### src/rtl/fetch_sequencer_if.sv
// Fetch-stage control bundle: decode/redirect inputs, imem handshake and status outputs.
// master drives the decode/redirect/ack side, slave is the sequencer.
interface fetch_sequencer_if #(
    parameter int unsigned CNT_W = 16
) ();
    logic             stallD;
    logic             Branch;
    logic             pcSrcW;
    logic             imemAck;
    logic             imemReq;
    logic             pcEnable;
    logic             pipeEnable;
    logic             flushD;
    logic             imemErr;
    logic [CNT_W-1:0] stallCount;

    modport master (
        output stallD, Branch, pcSrcW, imemAck,
        input  imemReq, pcEnable, pipeEnable, flushD, imemErr, stallCount
    );

    modport slave (
        input  stallD, Branch, pcSrcW, imemAck,
        output imemReq, pcEnable, pipeEnable, flushD, imemErr, stallCount
    );
endinterface

### src/rtl/fetch_sequencer.sv
// Fetch-stage sequencer: single-outstanding imem handshake, decode stall hold, redirect flush,
// discard of in-flight fetches after a redirect, memory timeout and a stall-cycle counter.
module fetch_sequencer #(
    parameter int unsigned TIMEOUT = 255,
    parameter int unsigned CNT_W   = 16
) (
    input logic              clock,
    input logic              rst,
    fetch_sequencer_if.slave bus
);

    typedef enum logic [2:0] {
        StIdle,
        StIssue,
        StWait,
        StHold,
        StDrain,
        StHalt
    } state_e;

    localparam logic [16:0] TimeoutVal = 17'(TIMEOUT);

    state_e           state_q, state_d;
    logic [15:0]      timer_q, timer_d;
    logic             err_q, err_d;
    logic [CNT_W-1:0] cnt_q, cnt_d;

    logic redirect;
    logic ack;
    logic stall;
    logic timer_hit;
    logic req;
    logic pc_en;
    logic pipe_en;
    logic flush;

    assign redirect  = bus.Branch | bus.pcSrcW;
    assign ack       = bus.imemAck;
    assign stall     = bus.stallD;
    assign timer_hit = ({1'b0, timer_q} + 17'd1) == TimeoutVal;

    always_ff @(posedge clock) begin
        if (rst) begin
            state_q <= StIdle;
            timer_q <= '0;
            err_q   <= 1'b0;
            cnt_q   <= '0;
        end else begin
            state_q <= state_d;
            timer_q <= timer_d;
            err_q   <= err_d;
            cnt_q   <= cnt_d;
        end
    end

    always_comb begin
        state_d = state_q;
        timer_d = timer_q;
        err_d   = err_q;
        unique case (state_q)
            StIdle: state_d = StIssue;
            StIssue: begin
                if (!redirect) begin
                    state_d = StWait;
                    timer_d = '0;
                end
            end
            StWait: begin
                if (redirect) begin
                    if (ack) begin
                        state_d = StIssue;
                    end else begin
                        state_d = StDrain;
                        timer_d = '0;
                    end
                end else if (ack) begin
                    state_d = stall ? StHold : StIssue;
                end else if (timer_hit) begin
                    state_d = StHalt;
                    err_d   = 1'b1;
                end else begin
                    timer_d = timer_q + 16'd1;
                end
            end
            StHold: begin
                if (redirect || !stall) begin
                    state_d = StIssue;
                end
            end
            StDrain: begin
                // A redirect here re-steers the PC but the old fetch is still in flight.
                if (ack) begin
                    state_d = StIssue;
                end else if (timer_hit) begin
                    state_d = StHalt;
                    err_d   = 1'b1;
                end else begin
                    timer_d = timer_q + 16'd1;
                end
            end
            StHalt: state_d = StHalt;
            default: state_d = StIdle;
        endcase
    end

    always_comb begin
        req     = 1'b0;
        pc_en   = 1'b0;
        pipe_en = 1'b0;
        flush   = 1'b0;
        if (!rst) begin
            unique case (state_q)
                StIssue: begin
                    if (redirect) begin
                        pc_en = 1'b1;
                        flush = 1'b1;
                    end else begin
                        req = 1'b1;
                    end
                end
                StWait: begin
                    if (redirect) begin
                        pc_en = 1'b1;
                        flush = 1'b1;
                    end else if (ack && !stall) begin
                        pc_en   = 1'b1;
                        pipe_en = 1'b1;
                    end
                end
                StHold: begin
                    if (redirect) begin
                        pc_en = 1'b1;
                        flush = 1'b1;
                    end else if (!stall) begin
                        pc_en   = 1'b1;
                        pipe_en = 1'b1;
                    end
                end
                StDrain: begin
                    if (redirect) begin
                        pc_en = 1'b1;
                        flush = 1'b1;
                    end
                end
                default: begin
                    req = 1'b0;
                end
            endcase
        end
    end

    // Any active cycle that does not advance the PC is a stall, ISSUE included.
    always_comb begin
        cnt_d = cnt_q;
        if ((state_q == StIssue || state_q == StWait || state_q == StHold ||
             state_q == StDrain) && !pc_en && (cnt_q != {CNT_W{1'b1}})) begin
            cnt_d = cnt_q + 1'b1;
        end
    end

    assign bus.imemReq    = req;
    assign bus.pcEnable   = pc_en;
    assign bus.pipeEnable = pipe_en;
    assign bus.flushD     = flush;
    assign bus.imemErr    = err_q;
    assign bus.stallCount = cnt_q;

endmodule

### src/flat_wrapper.sv
// flat-port wrapper written by rule: the top's interface ports become plain ports
module fetch_sequencer_flat 
#(
    parameter int unsigned TIMEOUT = 255,
    parameter int unsigned CNT_W   = 16
)
  (clock, rst, bus_stallD, bus_Branch, bus_pcSrcW, bus_imemAck, bus_imemReq, bus_pcEnable, bus_pipeEnable, bus_flushD, bus_imemErr, bus_stallCount);
  fetch_sequencer_if #(.CNT_W(CNT_W)) bus_i ();
  input logic clock;
  input logic rst;
  input wire logic [$bits(bus_i.stallD)-1:0] bus_stallD;
  input wire logic [$bits(bus_i.Branch)-1:0] bus_Branch;
  input wire logic [$bits(bus_i.pcSrcW)-1:0] bus_pcSrcW;
  input wire logic [$bits(bus_i.imemAck)-1:0] bus_imemAck;
  output wire logic [$bits(bus_i.imemReq)-1:0] bus_imemReq;
  output wire logic [$bits(bus_i.pcEnable)-1:0] bus_pcEnable;
  output wire logic [$bits(bus_i.pipeEnable)-1:0] bus_pipeEnable;
  output wire logic [$bits(bus_i.flushD)-1:0] bus_flushD;
  output wire logic [$bits(bus_i.imemErr)-1:0] bus_imemErr;
  output wire logic [$bits(bus_i.stallCount)-1:0] bus_stallCount;
  assign bus_i.stallD = bus_stallD;
  assign bus_i.Branch = bus_Branch;
  assign bus_i.pcSrcW = bus_pcSrcW;
  assign bus_i.imemAck = bus_imemAck;
  assign bus_imemReq = bus_i.imemReq;
  assign bus_pcEnable = bus_i.pcEnable;
  assign bus_pipeEnable = bus_i.pipeEnable;
  assign bus_flushD = bus_i.flushD;
  assign bus_imemErr = bus_i.imemErr;
  assign bus_stallCount = bus_i.stallCount;
  fetch_sequencer #(.TIMEOUT(TIMEOUT), .CNT_W(CNT_W)) u_core (.clock(clock), .rst(rst), .bus(bus_i));
endmodule
### config.mk
export PLATFORM = sky130hd
export DESIGN_NAME = fetch_sequencer_flat
export DESIGN_NICKNAME = d
export VERILOG_FILES = /design/src/rtl/fetch_sequencer_if.sv /design/src/rtl/fetch_sequencer.sv /design/src/flat_wrapper.sv
export SDC_FILE = /design/constraint.sdc
export NUM_CORES = 1
export LEC_CHECK = 0
export CAP_MARGIN = 20
export CORE_UTILIZATION = 53
export DETAILED_ROUTE_END_ITERATION = 7
export DONT_BUFFER_PORTS = 1
export PLACE_DENSITY = 0.82
export REMOVE_ABC_BUFFERS = 1
export SLEW_MARGIN = 0
export SYNTH_ARGS = -nofsm -noshare
export SYNTH_HDL_FRONTEND = slang
export SYNTH_SLANG_ARGS = --single-unit
### constraint.sdc
create_clock -name clock -period 2.2 [get_ports clock]
set_input_delay 0.44 -clock clock [delete_from_list [all_inputs] [get_ports clock]]
set_output_delay 0.44 -clock clock [all_outputs]
set_load 0.1 [all_outputs]
==> results_dict.tcl, run 1 <==
set metrics [dict create \
    status "complete, no violations" \
    ctsHtreeMaxLevel 2 \
    path_clk_slew_ns 0.07 \
    dieArea_sq_um 4460 \
    synthMuxAreaShare 0 \
    ir_drop_mv 0.457 \
    rsz0062_at_grt "true" \
    cts_tree "built" \
    p_leak_nw 1.13 \
    synth_fa_ha_area_frac 0.0169 \
    grt_usage 0.266 \
    slowest_stage "dfxtp_2" \
    synth-simple-area-share 0.317 \
    clock-sinks 36 \
    hold_start "rst" \
    critPathCaptureType "flop" \
    vias_per_cell 5.95 \
    crit_type "flop to flop" \
    cts_hold_buf 0 \
    p_per_area_nw_per_um2 443 \
    clockBufferDepth 2 \
    min_period_ns 2.19 \
    syn_inst 272 \
    grt_pass1_wl_mm 8.99 \
    critPathRequiredTime_ns 2.43 \
    synth.distinct_cells 57 \
    antenna_left 0 \
    synth_area_per_cell_sq_um 8.17 \
    dieHeight_um 66.8 \
    synth-compound-area-share 0.227 \
    setup_viol 0 \
    grt_pass1_vias 2118 \
    synth_xor_area_frac 0.0631 \
    r2r-end "u_core.state_q[2]$_SDFFE_PP0P_" \
    design.core.area_sq_um 4000 \
    synth_top_cell_by_area "dfxtp_1" \
    gr-total-overflow 0 \
    first_iter_violations 215 \
    worstSetupEndpoint "u_core.state_q[2]$_SDFFE_PP0P_" \
    drive_gt1_frac 0.348 \
    ys_seq_area_frac 0.324 \
    synth_common_cells "36 x dfxtp_1, 32 x nor2_1, 21 x nand2_1" \
    ff2ff_path_depth 9 \
    r2r-start "u_core.timer_q[2]$_SDFFE_PP0P_" \
    nets 333 \
    crit_fanout 7 \
    cts_root_buf "clkbuf_8" \
    antenna_found_initial 0 \
    synth_seq_cells 36 \
    synth_top_area_frac 0.324 \
    numCtsBuffers 5 \
    synth_edf_count 0 \
    vias 2232 \
    cp-startpoint "u_core.timer_q[2]$_SDFFE_PP0P_" \
    critical_path.cell_chain "and4_4 -> and3_4 -> a31oi_2 -> a2111oi_4 -> buf_4 -> buf_4 -> nand2_2 -> a211o_1 -> a21oi_2" \
    hold_slack_ns 0.202 \
    synth_top_family_by_area "simple AND/OR/NAND/NOR gates" \
    synth-async-reset-ratio 0 \
    start_util 0.556 \
    period_share 0.993 \
    cap_violations 0 \
    cp.arrival_ns 2.41 \
    min_path_type "input port to flop" \
    grt_max_degree 28 \
    insertion_delay_ns 0.29 \
    critPathLaunchType "flop" \
    syn2layout_area_growth_pct 33.3 \
    routed_wl_mm 5.77 \
    drt-wirelength-per-cell_um 15.4 \
    io_pins 27 \
    fmax_ghz 0.458 \
    synth_top_flop_cell "dfxtp_1" \
    slew-limit-headroom 0.651 \
    fin_util 0.740 \
    portBuffers 0 \
    r2r_setup_slack_ns 0.01 \
    ys_top_cells_by_area "dfxtp_1 32%, nor2_1 5.4%, xnor2_1 4.3%, nand2_1 3.5%, a21oi_1 3.2%" \
    final-max-slew-violation-count 0 \
    finalHoldViolCount 0 \
    yosys_warnings 0 \
    syn_area_sq_um 2220 \
    critPathMaxStageDelay_ns 0.39 \
    drc 0 \
    die_x_um 66.8 \
    crit_top_cell "buf_4" \
    gp_congestion 0.850 \
    placementRows 23 \
    worst_slew_pin_slew_ns 0.518 \
    yosysMostFrequentCell "dfxtp_1" \
    num_antenna_cells 0 \
    dr.pass1.iters 4 \
    hpwl_mm 4.01 \
    skew_ns 0.00496 \
]
-- repair_timing --
| action | in CTS | in global routing |
|---|---|---|
| setup endpoints to repair | 21 | 28 |
| pin swaps | 4 | 13 |
| gates cloned | 0 | 0 |
| gates resized for setup | 11 | 30 |
| setup buffers | 3 | 1 |
| endpoints found under the hold margin | 0 | 0 |
-- metrics by stage --
| step | area, sq um | std cells | power (mW) | TNS [ns] | setup WS (ns) |
|---|---|---|---|---|---|
| 2_1_floorplan | 2140 | 258 | 0.780 | -11.22 | -1.82 |
| 3_3_place_gp | 2680 | 363 | 0.823 | -0.0541 | -0.0311 |
| 3_5_place_dp | 2680 | 363 | 0.826 | -0.962 | -0.121 |
| 4_1_cts | 2840 | 374 | 1.32 | 0 | 0.00208 |
| 5_1_grt | 2960 | 375 | 1.36 | -0.0637 | -0.0306 |
| 6_report | 2960 | 375 | 1.31 | 0 | 0.0146 |
-- state kept, by name, indices dropped and copies added, names as in the netlist --
| signal | cells |
|---|---|
| u_core.state_q | 3 |
| u_core.timer_q | 16 |
| u_core.bus.imemErr | 1 |
| u_core.bus.stallCount | 16 |
-- where the power goes --
group          switching [mW]  internal [mW]
logic                   0.103         0.0508
clock network           0.246          0.250
registers             0.00638          0.654
-- final cells by class --
class / count / area (sq um)
clock buffer: 6 / 82.6
clock inverter: 2 / 10.0
fill: 287 / 1040
inverter: 8 / 30.0
multi-input combinational: 214 / 1540
sequential: 36 / 739
tap: 50 / 62.6
timing repair buffer: 59 / 498
-- worst min path at each step --
stage	depth (start not counted)	slack, ns	endpoint
3_5_place_dp	1	0.51	u_core.state_q[2]$_SDFFE_PP0P_
4_1_cts	1	0.19	u_core.state_q[2]$_SDFFE_PP0P_
2_1_floorplan	1	0.49	u_core.timer_q[3]$_SDFFE_PP0P_
5_1_grt	1	0.18	u_core.state_q[2]$_SDFFE_PP0P_
6_report	1	0.20	u_core.state_q[2]$_SDFFE_PP0P_
3_3_place_gp	1	0.51	u_core.state_q[2]$_SDFFE_PP0P_
-- layer usage --
| layer | GRT usage | routed length [um] | vias to the layer above | share of wire |
|---|---|---|---|---|
| li1 | - | - | 1109 | - |
| met1 | 0.288 | 2380 | 1064 | 0.41 |
| met2 | 0.471 | 3020 | 46 | 0.52 |
| met3 | 0.0771 | 242 | 13 | 0.042 |
| met4 | 0.125 | 128 | 0 | 0.022 |
| met5 | 0 | 0 | - | 0 |
-- placed cells by master, fill, tap and decap left out, types with 4 or more instances in the layout --
master and count:
nand2b_1 4, nand2_1 21, a221o_1 5, dfxtp_1 27
nor3_1 9, clkbuf_8 6, buf_4 54, o21ai_0 12
o21ai_1 4, dfxtp_2 6, nand3_1 12, xor2_1 4
and3_1 6, inv_1 8, or3_1 5, nand4_1 5
nor2_1 30, xnor2_1 10, a21oi_1 13
-- worst max-delay path: cells and delay by family, from the launching register on --
family,cells,cell delay (ns)
AOI/OAI and AO/OA,4,0.85
and+or+nand+nor,3,0.58
DFF,1,0.39
buffers and inverters,2,0.30
-- logic make-up (layout without fill, tap and decap cells) --
| family | count (synthesis) | after routing |
|---|---|---|
| AND/OR/NAND/NOR | 129 | 129 |
| AO/OA/AOI/OAI | 66 | 66 |
| flip-flops | 36 | 36 |
| buffers and inverters | 22 | 75 |
| XOR/XNOR | 16 | 16 |
| adder cells (fa/ha/maj) | 3 | 3 |
(Power assumes the default switching activity.)
==> run 2: changes to the inputs <==
- CTS_BUF_LIST: not set -> sky130_fd_sc_hd__clkbuf_4 sky130_fd_sc_hd__clkbuf_8
- PLACE_DENSITY: 0.82 -> 0.79
- clock period: 2.2 -> 2.05 ns (I/O delays scaled with it)
==> run 2 against run 1 <==
Largest cell class unchanged. Clock power hardly changed. Setup slack worse by 0.17 ns. Final area is 8.7% higher. Highest routed layer unchanged. Sequential power is 7.0% higher. The run now ends with setup timing left. Routed wire length is 20% higher.
==> results_dict.tcl, run 2 (synthesized netlist as in run 1, its figures left out) <==
set metrics [dict create \
    dieArea_sq_um 4460 \
    numCtsBuffers 5 \
    die_x_um 66.8 \
    setup_viol 18 \
    grt_pass1_wl_mm 10.7 \
    cts_hold_buf 0 \
    io_pins 27 \
    crit_type "flop to flop" \
    period_share 1.07 \
    gp_congestion 0.869 \
    worst_slew_pin_slew_ns 0.563 \
    cp.arrival_ns 2.36 \
    ir_drop_mv 0.326 \
    drc 0 \
    start_util 0.556 \
    p_per_area_nw_per_um2 434 \
    violations "setup timing" \
    whs_path_depth 1 \
    fmax_ghz 0.454 \
    num_antenna_cells 0 \
    hold_start "rst" \
    antenna_found_initial 0 \
    path_clk_slew_ns 0.07 \
    design.core.area_sq_um 4000 \
    routed_wl_mm 6.92 \
    layout_commonest_cell "buf_4" \
    post_dp_cell_area_sq_um 2760 \
    slew-limit-headroom 0.620 \
    p_leak_nw 1.23 \
    slowest_stage "nor4b_1" \
    drt-wirelength-per-cell_um 17.7 \
    critPathMaxStageDelay_ns 0.54 \
    gr-total-overflow 0 \
    cap_violations 0 \
    drive_gt1_frac 0.431 \
    ff2ff_path_depth 8 \
    fin_util 0.805 \
    crit_fanout 12 \
    critPathCaptureType "flop" \
    rsz0062_at_grt "true" \
    insertion_delay_ns 0.29 \
    portBuffers 0 \
    ctsHtreeMaxLevel 2 \
    r2r-end "u_core.timer_q[8]$_SDFFE_PP0P_" \
    clockBufferDepth 2 \
    min_period_ns 2.20 \
    dieHeight_um 66.8 \
    placementRows 23 \
    syn2layout_area_growth_pct 44.9 \
    hold_end "u_core.state_q[2]$_SDFFE_PP0P_" \
    finalHoldViolCount 0 \
    critPathRequiredTime_ns 2.21 \
    first_iter_violations 122 \
    grt_max_degree 28 \
    vias 2378 \
    cts_root_buf "clkbuf_8" \
    vias_per_cell 6.08 \
    fin_area_sq_um 3220 \
    fillers 240 \
    antenna_left 0 \
    grt_pass1_vias 2423 \
    layout_common_cells "65 x buf_4, 29 x nor2_1, 20 x dfxtp_1" \
    hpwl_mm 4.30 \
    critical_path.cell_chain "buf_4 -> nor4b_1 -> a31oi_1 -> nor2_1 -> nor2_1 -> buf_4 -> o311ai_0 -> o41ai_2" \
    cts_tree "built" \
    grt_usage 0.323 \
    clock-sinks 36 \
    critPathLaunchType "flop" \
    skew_ns 0.00625 \
    r2r_setup_slack_ns -0.15 \
    dr.pass1.iters 4 \
    min_path_type "input port to flop" \
    fin_ws_ns -0.151 \
    r2r-start "u_core.state_q[1]$_SDFFE_PP0P_" \
    final-max-slew-violation-count 0 \
    status "finished with violations" \
    nets 350 \
]
-- run 2: changes by cell type in the layout (fill, tap and decap cells not counted), moves of 2 or more --
cell,delta
a21oi_2,+3
buf_4,+11
nand2_1,-2
dfxtp_2,+5
dfxtp_1,-7
a21oi_1,-3
dfxtp_4,+2
buf_6,+5
-- run 2: metrics by stage --
stage / TNS [ns] / hold WS (ns) / setup WS [ns] / power [mW] / instances
after global placement: -1.75 / 0.477 / -0.164 / 0.892 / 374
after floorplan: -15.80 / 0.472 / -1.94 / 0.837 / 258
after global routing: -2.66 / 0.150 / -0.195 / 1.45 / 391
after detailed placement: -4.29 / 0.477 / -0.330 / 0.895 / 374
after CTS: -0.581 / 0.159 / -0.0824 / 1.38 / 387
final: -1.32 / 0.170 / -0.151 / 1.40 / 391
-- run 2: worst max-delay path by stage --
stage / end / depth (start not counted) / start / slack (ns)
after detailed placement: u_core.timer_q[15]$_SDFFE_PP0P_ / 8 / u_core.timer_q[0]$_SDFFE_PP0P_ / -0.33
after global placement: u_core.timer_q[15]$_SDFFE_PP0P_ / 8 / u_core.timer_q[0]$_SDFFE_PP0P_ / -0.16
after global routing: u_core.timer_q[8]$_SDFFE_PP0P_ / 8 / u_core.state_q[1]$_SDFFE_PP0P_ / -0.19
after CTS: u_core.timer_q[15]$_SDFFE_PP0P_ / 10 / u_core.timer_q[1]$_SDFFE_PP0P_ / -0.08
after floorplan: bus_pcEnable / 4 / u_core.state_q[1]$_SDFFE_PP0P_ / -1.94
final: u_core.timer_q[8]$_SDFFE_PP0P_ / 8 / u_core.state_q[1]$_SDFFE_PP0P_ / -0.15
-- run 2: report_power, final --
| part | switching, mW | internal [mW] |
|---|---|---|
| clock network | 0.251 | 0.244 |
| logic | 0.125 | 0.0689 |
| registers | 0.00788 | 0.699 |
-- run 2: layout make-up --
cell class                 instances  area (sq um)  area share
clock buffer                       6          76.3      0.0237
clock inverter                     1          5.00     0.00155
inverter                           8          30.0     0.00933
multi-input combinational        215          1660       0.514
sequential                        36           753       0.234
tap                               50          62.6      0.0194
timing repair buffer              75           637       0.198
-- run 2: layer usage --
| metal | vias up | GRT usage | wire (um) |
|---|---|---|---|
| met4 | 0 | 0.173 | 266 |
| met5 | - | 0 | 0 |
| met1 | 1130 | 0.316 | 2640 |
| met3 | 25 | 0.104 | 359 |
| met2 | 89 | 0.592 | 3660 |
| li1 | 1134 | - | - |
-- run 2: critical path, delay by kind of cell (launching register included) --
family / cells / cell delay, ns
flops: 1 / 0.39
compound gates: 3 / 0.41
buf+inv: 2 / 0.35
simple gates: 3 / 0.92
-- run 2: what timing repair did --
item | CTS | global route
setup endpoints to repair | 29 | 33
gates resized for setup | 51 | 22
setup buffers | 6 | 3
pin swaps | 27 | 16
cloned | 0 | 1
==> run 3: changes to the inputs <==
- SETUP_SLACK_MARGIN: not set -> 0.4
- clock period: 2.05 -> 2.6 ns (I/O delays scaled with it)
==> run 3 against run 2 <==
Highest routed layer unchanged. Via count is 8.7% lower. Setup slack better by 0.46 ns. Cell count is 8.7% lower. The run now ends clean. Critical path type unchanged.
==> results_dict.tcl, run 3 (synthesized netlist as in run 1, its figures left out) <==
set metrics [dict create \
    status "complete, no violations" \
    grt_pass1_wl_mm 9.04 \
    die_x_um 66.8 \
    layout_commonest_cell "buf_4" \
    cts_tree "built" \
    gp_congestion 0.863 \
    grt_usage 0.267 \
    fin_area_sq_um 2820 \
    gr-usage-met1 0.312 \
    grt_util_met3 0.0685 \
    ff2ff_path_depth 8 \
    p_per_area_nw_per_um2 422 \
    worst_slew_pin_slew_ns 0.561 \
    cp-startpoint "u_core.timer_q[1]$_SDFFE_PP0P_" \
    p_leak_nw 1.04 \
    tns_ns 0 \
    skew_ns 0.00313 \
    first_iter_violations 160 \
    setup_viol 0 \
    whs_path_depth 1 \
    hold_start "rst" \
    dr.pass1.iters 4 \
    nets 315 \
    design.core.area_sq_um 4000 \
    drc 0 \
    grt_max_degree 28 \
    post_dp_cell_area_sq_um 2460 \
    fillers 316 \
    syn2layout_area_growth_pct 26.7 \
    cp.arrival_ns 2.48 \
    finalHoldViolCount 0 \
    crit_type "flop to flop" \
    vias_per_cell 6.08 \
    insertion_delay_ns 0.29 \
    rsz0062_at_grt "true" \
    grt_pass1_vias 2022 \
    vias 2171 \
    gr-total-overflow 0 \
    placementRows 23 \
    drt-wirelength-per-cell_um 15.6 \
    min_path_type "input port to flop" \
    path_clk_slew_ns 0.08 \
    antenna_found_initial 0 \
    cts_root_buf "clkbuf_8" \
    clockBufferDepth 2 \
    ir_drop_mv 0.313 \
    use_met2 0.452 \
    numCtsBuffers 5 \
    drive_gt1_frac 0.313 \
    fmax_ghz 0.436 \
    dieArea_sq_um 4460 \
    io_pins 27 \
    dieHeight_um 66.8 \
    routed_wl_mm 5.57 \
    antenna_left 0 \
    critPathRequiredTime_ns 2.79 \
    final-max-slew-violation-count 0 \
    cap_violations 0 \
    critPathLaunchType "flop" \
    start_util 0.556 \
    grt.busiest_layer "met2" \
    critPathCaptureType "flop" \
    portBuffers 0 \
    cts_hold_buf 0 \
    slew-limit-headroom 0.625 \
    num_antenna_cells 0 \
    layout_common_cells "37 x buf_4, 30 x nor2_1, 24 x dfxtp_1" \
    ctsHtreeMaxLevel 2 \
    hpwl_mm 3.59 \
    min_period_ns 2.29 \
    clock-sinks 36 \
    r2r-start "u_core.timer_q[1]$_SDFFE_PP0P_" \
    period_share 0.882 \
    crit_fanout 8 \
]
## run 3: cell types whose count changed in the layout (fill, tap and decap cells not counted), sizes merged
cell | before | now
buf | 73 | 39
clkinvlp | 0 | 1
o211ai | 2 | 1
clkbuf | 8 | 7
bufinv | 0 | 1
## run 3: final timing paths
check | to | slack, ns
setup reg to reg | u_core.timer_q[15]$_SDFFE_PP0P_ | 0.31
hold / removal | u_core.bus.stallCount[9]$_SDFFE_PP0P_ | 0.28
hold reg to reg | u_core.timer_q[3]$_SDFFE_PP0P_ | 0.53
setup / recovery | u_core.timer_q[15]$_SDFFE_PP0P_ | 0.31
## run 3: metrics by stage
stage          hold WS (ns)   util  instances  setup slack (ns)  power, mW
6_report              0.283  0.704        357             0.307       1.19
5_1_grt               0.268  0.704        357             0.204       1.23
4_1_cts               0.273  0.678        350             0.400       1.18
3_5_place_dp          0.532  0.615        336            0.0632      0.691
3_3_place_gp          0.529  0.615        336             0.165      0.688
2_1_floorplan         0.490      -        258             -1.55      0.660
## run 3: critical path: stages (launching register included)
cell and delay (ns):
dfxtp_4 0.38, ha_4 0.16, a41oi_2 0.10, nor4b_2 0.38, o221ai_2 0.20, a211oi_4 0.38
a21oi_4 0.14, and3_1 0.20, a221o_1 0.25
## run 3: final cells by class
| cell class | instances | area (sq um) | share of cell area |
|---|---|---|---|
| clock buffer | 5 | 68.8 | 0.0244 |
| clock inverter | 3 | 42.5 | 0.0151 |
| inverter | 8 | 30.0 | 0.0107 |
| multi-input combinational | 214 | 1520 | 0.539 |
| sequential | 36 | 743 | 0.264 |
| tap | 50 | 62.6 | 0.0222 |
| timing repair buffer | 41 | 350 | 0.124 |
## run 3: what timing repair did
action	in CTS	in global routing
setup buffers	6	7
endpoints found under the setup margin	22	23
gates resized for setup	27	14
gates cloned	0	0
pin swaps	7	17
## run 3: layer usage
metal | wire length (um) | vias to the layer above
met3 | 276 | 17
met2 | 2750 | 64
met5 | 0 | -
met4 | 146 | 0
li1 | - | 1067
met1 | 2400 | 1023
## run 3: where the power goes
group          total [mW]  internal (mW)  switching [mW]
combinational       0.127         0.0409          0.0857
sequential          0.559          0.553         0.00635
clock               0.503          0.284           0.220
